===== src/rtl/trng_uart_streamer.sv =====
// trng_uart_streamer
// Folds NSRC entropy bits into one bit per sample tick, optionally debiases
// them (von Neumann), packs MSB-first into bytes, buffers the bytes in a
// small FIFO and streams them out as 8N1 UART frames on TxD.
module trng_uart_streamer #(
    parameter int CLK_HZ     = 100000000,
    parameter int BAUD       = 9600,
    parameter int NSRC       = 4,
    parameter int SAMPLE_DIV = 1000,
    parameter int FIFO_DEPTH = 16
) (
    input  logic                          clk,
    input  logic                          reset_n,
    input  logic [NSRC-1:0]               src,
    input  logic                          en,
    input  logic                          debias,
    input  logic                          clr_ovf,
    output logic                          TxD,
    output logic                          busy,
    output logic [$clog2(FIFO_DEPTH):0]   fifo_level,
    output logic                          overflow
);

    localparam int BAUD_DIV = CLK_HZ / BAUD;
    localparam int SCW      = (SAMPLE_DIV > 1) ? $clog2(SAMPLE_DIV) : 1;
    localparam int BCW      = (BAUD_DIV > 1) ? $clog2(BAUD_DIV) : 1;
    localparam int AW       = (FIFO_DEPTH > 1) ? $clog2(FIFO_DEPTH) : 1;
    localparam int LW       = AW + 1;

    typedef enum logic [1:0] {
        ST_IDLE  = 2'd0,
        ST_START = 2'd1,
        ST_DATA  = 2'd2,
        ST_STOP  = 2'd3
    } state_t;

    // ---------------- sampling / bit generation / packer ----------------
    logic [SCW-1:0] scnt_q, scnt_d;
    logic           tick_s;
    logic           raw_bit_s;
    logic           pair_live_s;
    logic           pair_valid_q, pair_valid_d;
    logic           pair_bit_q, pair_bit_d;
    logic           debias_q, debias_d;
    logic           bit_valid_s;
    logic           bit_val_s;
    logic [7:0]     pack_q, pack_d;
    logic [2:0]     pcnt_q, pcnt_d;
    logic           wr_q, wr_d;

    // ---------------- FIFO ----------------
    logic [7:0]     mem_q [FIFO_DEPTH];
    logic [7:0]     mem_d [FIFO_DEPTH];
    logic [AW-1:0]  wptr_q, wptr_d;
    logic [AW-1:0]  rptr_q, rptr_d;
    logic [LW-1:0]  level_q, level_d;
    logic           overflow_q, overflow_d;
    logic           rd_s;
    logic           full_s;
    logic           wr_ok_s;
    logic           drop_s;
    logic [7:0]     rd_data_s;

    // ---------------- UART ----------------
    state_t         state_q, state_d;
    logic [BCW-1:0] bcnt_q, bcnt_d;
    logic [2:0]     bidx_q, bidx_d;
    logic [7:0]     shift_q, shift_d;
    logic           txd_q, txd_d;
    logic           busy_q, busy_d;

    // Sample tick divider: counts while enabled, wraps at SAMPLE_DIV-1.
    always_comb begin
        scnt_d = scnt_q;
        tick_s = 1'b0;
        if (en) begin
            if (scnt_q == SCW'(SAMPLE_DIV - 1)) begin
                scnt_d = {SCW{1'b0}};
                tick_s = 1'b1;
            end else begin
                scnt_d = scnt_q + SCW'(1);
            end
        end else begin
            scnt_d = {SCW{1'b0}};
        end
    end

    // Entropy bit: XOR fold, then either raw or von Neumann pair evaluation.
    always_comb begin
        raw_bit_s    = ^src;
        debias_d     = debias;
        // A mode change forgets any half-collected pair.
        pair_live_s  = pair_valid_q & (debias == debias_q);
        pair_valid_d = pair_live_s;
        pair_bit_d   = pair_bit_q;
        bit_valid_s  = 1'b0;
        bit_val_s    = 1'b0;
        if (!en) begin
            pair_valid_d = 1'b0;
        end else if (tick_s) begin
            if (debias) begin
                if (pair_live_s) begin
                    pair_valid_d = 1'b0;
                    // 01 -> 0, 10 -> 1: the emitted bit equals the first of the pair.
                    if (pair_bit_q != raw_bit_s) begin
                        bit_valid_s = 1'b1;
                        bit_val_s   = pair_bit_q;
                    end else begin
                        bit_valid_s = 1'b0;
                    end
                end else begin
                    pair_valid_d = 1'b1;
                    pair_bit_d   = raw_bit_s;
                end
            end else begin
                bit_valid_s = 1'b1;
                bit_val_s   = raw_bit_s;
            end
        end else begin
            pair_valid_d = pair_live_s;
        end
    end

    // Packer: MSB-first shift, raises a one-cycle write strobe on the 8th bit.
    always_comb begin
        pack_d = pack_q;
        pcnt_d = pcnt_q;
        wr_d   = 1'b0;
        if (!en) begin
            pcnt_d = 3'd0;
        end else if (bit_valid_s) begin
            pack_d = {pack_q[6:0], bit_val_s};
            if (pcnt_q == 3'd7) begin
                pcnt_d = 3'd0;
                wr_d   = 1'b1;
            end else begin
                pcnt_d = pcnt_q + 3'd1;
            end
        end else begin
            pcnt_d = pcnt_q;
        end
    end

    // FIFO bookkeeping: read is the UART pop, a full write only lands if a pop frees a slot.
    always_comb begin
        rd_s       = (state_q == ST_IDLE) && (level_q != {LW{1'b0}});
        full_s     = (level_q == LW'(FIFO_DEPTH));
        wr_ok_s    = wr_q && (!full_s || rd_s);
        drop_s     = wr_q && full_s && !rd_s;
        rd_data_s  = mem_q[rptr_q];
        mem_d      = mem_q;
        wptr_d     = wptr_q;
        rptr_d     = rptr_q;
        level_d    = level_q;
        overflow_d = overflow_q;
        if (wr_ok_s) begin
            mem_d[wptr_q] = pack_q;
            wptr_d        = wptr_q + AW'(1);
        end else begin
            wptr_d = wptr_q;
        end
        if (rd_s) begin
            rptr_d = rptr_q + AW'(1);
        end else begin
            rptr_d = rptr_q;
        end
        case ({wr_ok_s, rd_s})
            2'b10:   level_d = level_q + LW'(1);
            2'b01:   level_d = level_q - LW'(1);
            default: level_d = level_q;
        endcase
        // A new drop wins over a clear in the same cycle.
        if (drop_s) begin
            overflow_d = 1'b1;
        end else if (clr_ovf) begin
            overflow_d = 1'b0;
        end else begin
            overflow_d = overflow_q;
        end
    end

    // UART next-state: IDLE pops, then START/DATA/STOP each held BAUD_DIV cycles.
    always_comb begin
        state_d = state_q;
        bcnt_d  = bcnt_q;
        bidx_d  = bidx_q;
        shift_d = shift_q;
        case (state_q)
            ST_IDLE: begin
                bcnt_d = {BCW{1'b0}};
                bidx_d = 3'd0;
                if (rd_s) begin
                    shift_d = rd_data_s;
                    state_d = ST_START;
                end else begin
                    state_d = ST_IDLE;
                end
            end
            ST_START: begin
                if (bcnt_q == BCW'(BAUD_DIV - 1)) begin
                    bcnt_d  = {BCW{1'b0}};
                    state_d = ST_DATA;
                end else begin
                    bcnt_d = bcnt_q + BCW'(1);
                end
            end
            ST_DATA: begin
                if (bcnt_q == BCW'(BAUD_DIV - 1)) begin
                    bcnt_d = {BCW{1'b0}};
                    if (bidx_q == 3'd7) begin
                        bidx_d  = 3'd0;
                        state_d = ST_STOP;
                    end else begin
                        bidx_d = bidx_q + 3'd1;
                    end
                end else begin
                    bcnt_d = bcnt_q + BCW'(1);
                end
            end
            ST_STOP: begin
                if (bcnt_q == BCW'(BAUD_DIV - 1)) begin
                    bcnt_d  = {BCW{1'b0}};
                    state_d = ST_IDLE;
                end else begin
                    bcnt_d = bcnt_q + BCW'(1);
                end
            end
            default: begin
                state_d = ST_IDLE;
                bcnt_d  = {BCW{1'b0}};
                bidx_d  = 3'd0;
            end
        endcase
    end

    // UART line and busy: registered one cycle behind the state so TxD falls the edge after the pop.
    always_comb begin
        txd_d  = 1'b1;
        busy_d = (state_q != ST_IDLE);
        case (state_q)
            ST_START: txd_d = 1'b0;
            ST_DATA:  txd_d = shift_q[bidx_q];
            ST_STOP:  txd_d = 1'b1;
            default:  txd_d = 1'b1;
        endcase
    end

    // State registers with asynchronous clear; an interrupted frame is abandoned.
    always_ff @(posedge clk or negedge reset_n) begin
        if (!reset_n) begin
            scnt_q       <= {SCW{1'b0}};
            pair_valid_q <= 1'b0;
            pair_bit_q   <= 1'b0;
            debias_q     <= 1'b0;
            pack_q       <= 8'h00;
            pcnt_q       <= 3'd0;
            wr_q         <= 1'b0;
            for (int i = 0; i < FIFO_DEPTH; i++) begin
                mem_q[i] <= 8'h00;
            end
            wptr_q       <= {AW{1'b0}};
            rptr_q       <= {AW{1'b0}};
            level_q      <= {LW{1'b0}};
            overflow_q   <= 1'b0;
            state_q      <= ST_IDLE;
            bcnt_q       <= {BCW{1'b0}};
            bidx_q       <= 3'd0;
            shift_q      <= 8'h00;
            txd_q        <= 1'b1;
            busy_q       <= 1'b0;
        end else begin
            scnt_q       <= scnt_d;
            pair_valid_q <= pair_valid_d;
            pair_bit_q   <= pair_bit_d;
            debias_q     <= debias_d;
            pack_q       <= pack_d;
            pcnt_q       <= pcnt_d;
            wr_q         <= wr_d;
            mem_q        <= mem_d;
            wptr_q       <= wptr_d;
            rptr_q       <= rptr_d;
            level_q      <= level_d;
            overflow_q   <= overflow_d;
            state_q      <= state_d;
            bcnt_q       <= bcnt_d;
            bidx_q       <= bidx_d;
            shift_q      <= shift_d;
            txd_q        <= txd_d;
            busy_q       <= busy_d;
        end
    end

    assign TxD        = txd_q;
    assign busy       = busy_q;
    assign fifo_level = level_q;
    assign overflow   = overflow_q;

endmodule


===== config.mk =====
export PLATFORM = sky130hd
export DESIGN_NAME = trng_uart_streamer
export DESIGN_NICKNAME = d
export VERILOG_FILES = /design/src/rtl/trng_uart_streamer.sv
export SDC_FILE = /design/constraint.sdc
export NUM_CORES = 1
export LEC_CHECK = 0
export ABC_AREA = 0
export CORE_ASPECT_RATIO = 0.9
export CORE_UTILIZATION = 25
export DETAILED_ROUTE_END_ITERATION = 10
export GPL_TIMING_DRIVEN = 1
export PLACE_DENSITY_LB_ADDON = 0.05
export SLEW_MARGIN = 40
export SYNTH_ARGS = -nofsm -noshare
export SYNTH_HDL_FRONTEND = slang
export SYNTH_SLANG_ARGS = --single-unit

===== constraint.sdc =====
create_clock -name clk -period 2.5 [get_ports clk]
set_clock_uncertainty 0.2 [all_clocks]
set_input_delay 0.375 -clock clk [delete_from_list [all_inputs] [get_ports clk]]
set_output_delay 0.375 -clock clk [all_outputs]
set_load 0.1 [all_outputs]

# [Word level (Yosys, flattened, before mapping)]
# Cells that the tools add are included.
[totals] ff_bits=196 word_cells=133
[classes] n_addsub=8 n_lt_le_gt_ge=4 n_eq_ne=17 mux=46 n_bitwise=4 n_reduce_logical=21
[ops] op="$bwmux 128" n=1
[ops] op="$bmux 8 s4" n=1
[ops] op="$demux 8 s4" n=1
[ops] op="$pmux 14 s2" n=1
[ops] op="$mux 8" n=3
[ops] op="$mux 1" n=22
[ops] op="$mux 10" n=2
[ops] op="$mux 3" n=5
[ops] op="$add 14x1->14 const B" n=1
[ops] op="$eq 14x14->1 const B" n=1
[ops] op="$mux 14" n=1
[ops] op="$add 10x1->10 const B" n=1
[ops] op="$eq 10x10->1 const B" n=1
[ops] op="$ge 5x5->1 const B" n=2
[ops] op="$not 4->5" n=2
[ops] op="$pmux 5 s2" n=1
[ops] op="$add 4x1->4 const B" n=2
[ops] op="$mux 2" n=4
[ops] op="$ne 2x2->1 const B" n=4
[ops] op="$pmux 2 s4" n=1
[ops] op="$reduce_and 4->1" n=2
[ops] op="$reduce_bool 2->1" n=4
[ops] op="$add 3x1->3 const B" n=2
[ops] op="$eq 2x2->1 const B" n=3
[ops] op="23 further kinds" n=32

# [Logic depth before layout (Yosys ltp)]
# Gate-level depths: netlist of run 1.
[depth] depth_word=9 ltp_mapped=10 depth_no_buf=9

# [Least setup slack after synthesis of run 1]
# No wires, ideal clock.
[synth_path] path_type="register to register" start="register level_q[1] (netlist: fifo_level[1])" end="register level_q[4] (netlist: fifo_level[4])" setup_ps=119 arrival_ps=2791 setup_slack_ps=-610 path_stages_with_launch=10 synth_period_minus_slack_ps=3110 path_cell_list="dfrtp_1 -> buf_6 -> or4_1 -> buf_2 -> o211ai_1 -> xnor2_1 -> ha_1 -> nor4_1 -> a311o_1 -> o21a_1"
[synth_between] elab_chain_len=6 word_cells_on_any_way=12
[synth_lines] item="start: declaration" line_no="56" text="logic [LW-1:0] level_q, level_d;"
[synth_lines] item="start signal: assignment" line_no="263" text="level_q <= {LW{1'b0}};"
[synth_lines] item="start signal: assignment" line_no="282" text="level_q <= level_d;"
[synth_lines] item="$eq 5x5->1 / $reduce_bool 5->1 (equally long branches)" line_no="147, 146"
[synth_lines] item="$logic_not 1->1 / $logic_and 1x1->1 (equally long branches)" line_no="148, 146"
[synth_lines] item="$logic_or 1x1->1" line_no="148" text="wr_ok_s = wr_q && (!full_s || rd_s);"
[synth_lines] item="$logic_and 1x1->1" line_no="148"
[synth_lines] item="$eq 2x1->1 / $eq 2x2->1 (equally long branches)" line_no="167" text="case ({wr_ok_s, rd_s})"
[synth_lines] item="$pmux 5 s2 / $reduce_bool 2->1 (equally long branches)"
# Parallel ways exist; a longest one is shown, timed or not.
# A chain may end at the register's enable or synchronous reset.

# [Worst setup path in the final report of run 1]
# Ends and elaborated chain as after synthesis.

==> flow_metrics.tcl, run 1 <==
set metrics [dict create \
    portBuffers 16 \
    max_freq_mhz 417.3 \
    seq_area_frac_synth 0.5301 \
    cts_max_level 4 \
    clockBufferDepth 2 \
    worstHoldEndpoint "scnt_q[0]$_DFF_PN0_" \
    cts_sinks 196 \
    synth_edf_count 0 \
    end_kind "flop" \
    rsz0062_at_grt "yes" \
    arrival_ns 2.53 \
    die_h_um 184.5 \
    ys_types 52 \
    area_growth_pct 18.40 \
    wire_per_inst_um 19.07 \
    finalHoldViolCount 0 \
    cts_made_buffers 17 \
    synthTopCellsByArea "dfrtp_1 (53%), mux2_2 (18%), mux4_2 (8.3%)" \
    cts_tree "yes" \
    dp_slack_ns 0.03779 \
    ir_worst_vdd_v 0.0003900 \
    die_area_um2 37800 \
    leakagePower_nw 4.974 \
    clockRootBuffer "clkbuf_16" \
    worstRegToRegCells 7 \
    drive_above_1_share 0.4005 \
    cp_data_required_time_ns 2.63 \
    fin_ws_ns 0.1039 \
    start_kind "flop" \
    clock_latency_ns 0.44 \
    grt_overflow_total 0 \
    crit_family "compound AO/OA/AOI/OAI gates" \
    drcViolationCount 0 \
    crit_buf_inv 0 \
    vias 5531 \
    cap_violations 0 \
    critical-path-slowest-cell "dfrtp_4" \
    yosysMostFrequentCell "dfrtp_1" \
    grt_pass1_vias 6032 \
    synth_flop_cell "dfrtp_1" \
    place.gp.congestion 0.7623 \
    initial_utilization 0.2547 \
    synth-seq-cells 196 \
    totalWireLength_um 23190 \
    fin_crit_sh 0.9585 \
    design_area_um2 10960 \
    core_um2 36330 \
    yosysTopAreaCellShare 0.5272 \
    grt_pass1_wl_um 37100 \
    nets 753 \
    clkTransAtPathRegs_ns 0.07 \
    ant_nets 0 \
    pin_count 17 \
    power_density_nw_per_um2 555.8 \
    fp-row-count 66 \
    via_per_inst 4.549 \
    reg2reg_slack_ns 0.10 \
    worst_pin_slew_ns 0.8226 \
    syn_inst 677 \
    dpl_cell_area_um2 10350 \
    antenna_found_initial 0 \
    hold_class "reg2reg" \
    dr.pass1.iters 4 \
    synth_common_cells "dfrtp_1 (195), mux2_2 (145), nor2_1 (35)" \
    synthesis.area_um2 9255 \
    fin_total_pwr_mw 6.090 \
    avgSynthCellArea_um2 13.67 \
    post_cts_buffers 0 \
    hpwlAfterDp_um 15890 \
    fp.dieW_um 204.8 \
    timing.rr.end "fifo_level[4]$_DFFE_PN0P_" \
    slew_violations 0 \
    hold_depth 1 \
    finalSetupViolations 0 \
    cpPeakStageDelay_ns 0.53 \
    grt_usage 0.1338 \
    worstHoldStart "scnt_q[0]$_DFF_PN0_" \
    async_flop_share 1.000 \
    grt_max_degree 64 \
    synth_fp_nets 704 \
    slew-limit-headroom 0.4516 \
    fin_crit_ns 2.396 \
    yosysTopAreaCell "dfrtp_1" \
    crit_path_max_fanout 6 \
    initialDrtViolationCount 210 \
    reg2reg_from "fifo_level[1]$_DFFE_PN0P_" \
    status "complete, no violations" \
    crit_chain "or4_4 -> o211ai_1 -> xnor2_1 -> ha_2 -> nor4_2 -> a311o_1 -> o21a_1" \
    crit_type "reg2reg" \
    ys_warn_count 0 \
]
==> cells in the final DEF (no fill, tap or decap), types with 9 or more instances in the layout <==
cell	netlist	final
buf_12	0	11
nand4_1	11	11
xnor2_1	26	26
mux2i_1	9	9
nor3_1	12	11
dfrtp_1	195	188
mux4_2	34	34
inv_1	16	16
o22ai_1	18	18
ha_1	18	17
nand3_1	17	17
buf_4	2	44
a21oi_1	12	12
mux2_2	145	145
clkbuf_16	0	17
nand2_1	26	26
nor2_1	35	35
==> report_power, final <==
group | switching (mW) | internal [mW] | leakage, nW
registers | 0.00414 | 3.17 | 2.71
logic | 0.0852 | 0.0395 | 1.99
clock network | 1.30 | 1.49 | 0.267
total | 1.39 | 4.70 | 4.97
==> worst max-delay path by stage <==
stage	start	end	slack (ns)	cells past startpoint
final	fifo_level[1]$_DFFE_PN0P_	fifo_level[4]$_DFFE_PN0P_	0.10	7
after global routing	fifo_level[2]$_DFFE_PN0P_	fifo_level[1]$_DFFE_PN0P_	-0.03	8
after CTS	fifo_level[2]$_DFFE_PN0P_	fifo_level[1]$_DFFE_PN0P_	0.04	8
after detailed placement	src[1]	pack_q[2]$_DFFE_PN0P_	0.04	8
after global placement	src[1]	pack_q[6]$_DFFE_PN0P_	0.02	8
after floorplan	fifo_level[1]$_DFFE_PN0P_	fifo_level[4]$_DFFE_PN0P_	-0.22	9
==> cells by family (layout without fill, tap and decap cells) <==
family,after synthesis,count (layout),share of synthesized area
AOI/OAI and AO/OA,52,52,0.03758
xor gates and xnor gates,33,33,0.03123
adders and majority gates,18,18,0.02433
buffers and inverters,50,112,0.02366
DFF,196,196,0.5301
muxes,194,194,0.2762
other,0,1,0
and+or+nand+nor,134,134,0.07693
==> metrics by stage <==
step	hold WS, ns	TNS, ns	instances	utilization
after global placement	0.2425	0	1182	0.2848
final	0.2887	0	1216	0.3016
after floorplan	-0.1206	-0.5500	677	-
after CTS	0.2837	0	1215	0.3012
after global routing	0.2955	-0.03495	1215	0.3015
after detailed placement	0.2409	0	1182	0.2848
==> sequential cells by signal, indices dropped and copies added (netlist names) <==
signal	cells
mem_q	128
scnt_q	10
wptr_q	4
shift_q	8
fifo_level	5
busy	1
state_q	2
wr_q	1
overflow	1
pcnt_q	3
pack_q	8
bidx_q	3
pair_valid_q	1
bcnt_q	14
debias_q	1
rptr_q	4
TxD	1
pair_bit_q	1
==> final cells by class <==
class	instances	area (µm²)
fill	3650	25380
sequential	196	4920
multi-input combinational	431	4153
timing repair buffer	64	644.4
tap	476	595.6
clock buffer	19	432.9
clock inverter	13	150.1
inverter	16	60.06
antenna	1	2.502
==> what timing repair did <==
item                                    CTS  global route
gates resized for setup                   0             3
hold buffers                              1             0
endpoints found under the hold margin    56             0
endpoints found under the setup margin    0            49
==> routing by layer <==
layer	part of all wire	wire, µm	up-vias	track usage
li1	-	-	2561	-
met1	0.50	11500	2913	0.1839
met2	0.48	11040	47	0.2149
met3	0.020	460	10	0.02705
met4	0.0085	197	0	0.03134
met5	0	0	-	0
==> worst register-to-register path, delay by kind of cell, from the launching register on <==
| family | cells | cell delay, ns |
|---|---|---|
| DFF | 1 | 0.53 |
| and+or+nand+nor | 2 | 0.49 |
| xor gates and xnor gates | 1 | 0.16 |
| adders and majority gates | 1 | 0.24 |
| AOI/OAI and AO/OA | 3 | 0.67 |
Power figures use the tool's default switching activity.
==> run 2: changes to the inputs <==
Settings changed: CORE_MARGIN from default to 1.
==> results of run 2 <==
Final layout, timing and power as in run 1 (identical DEF).
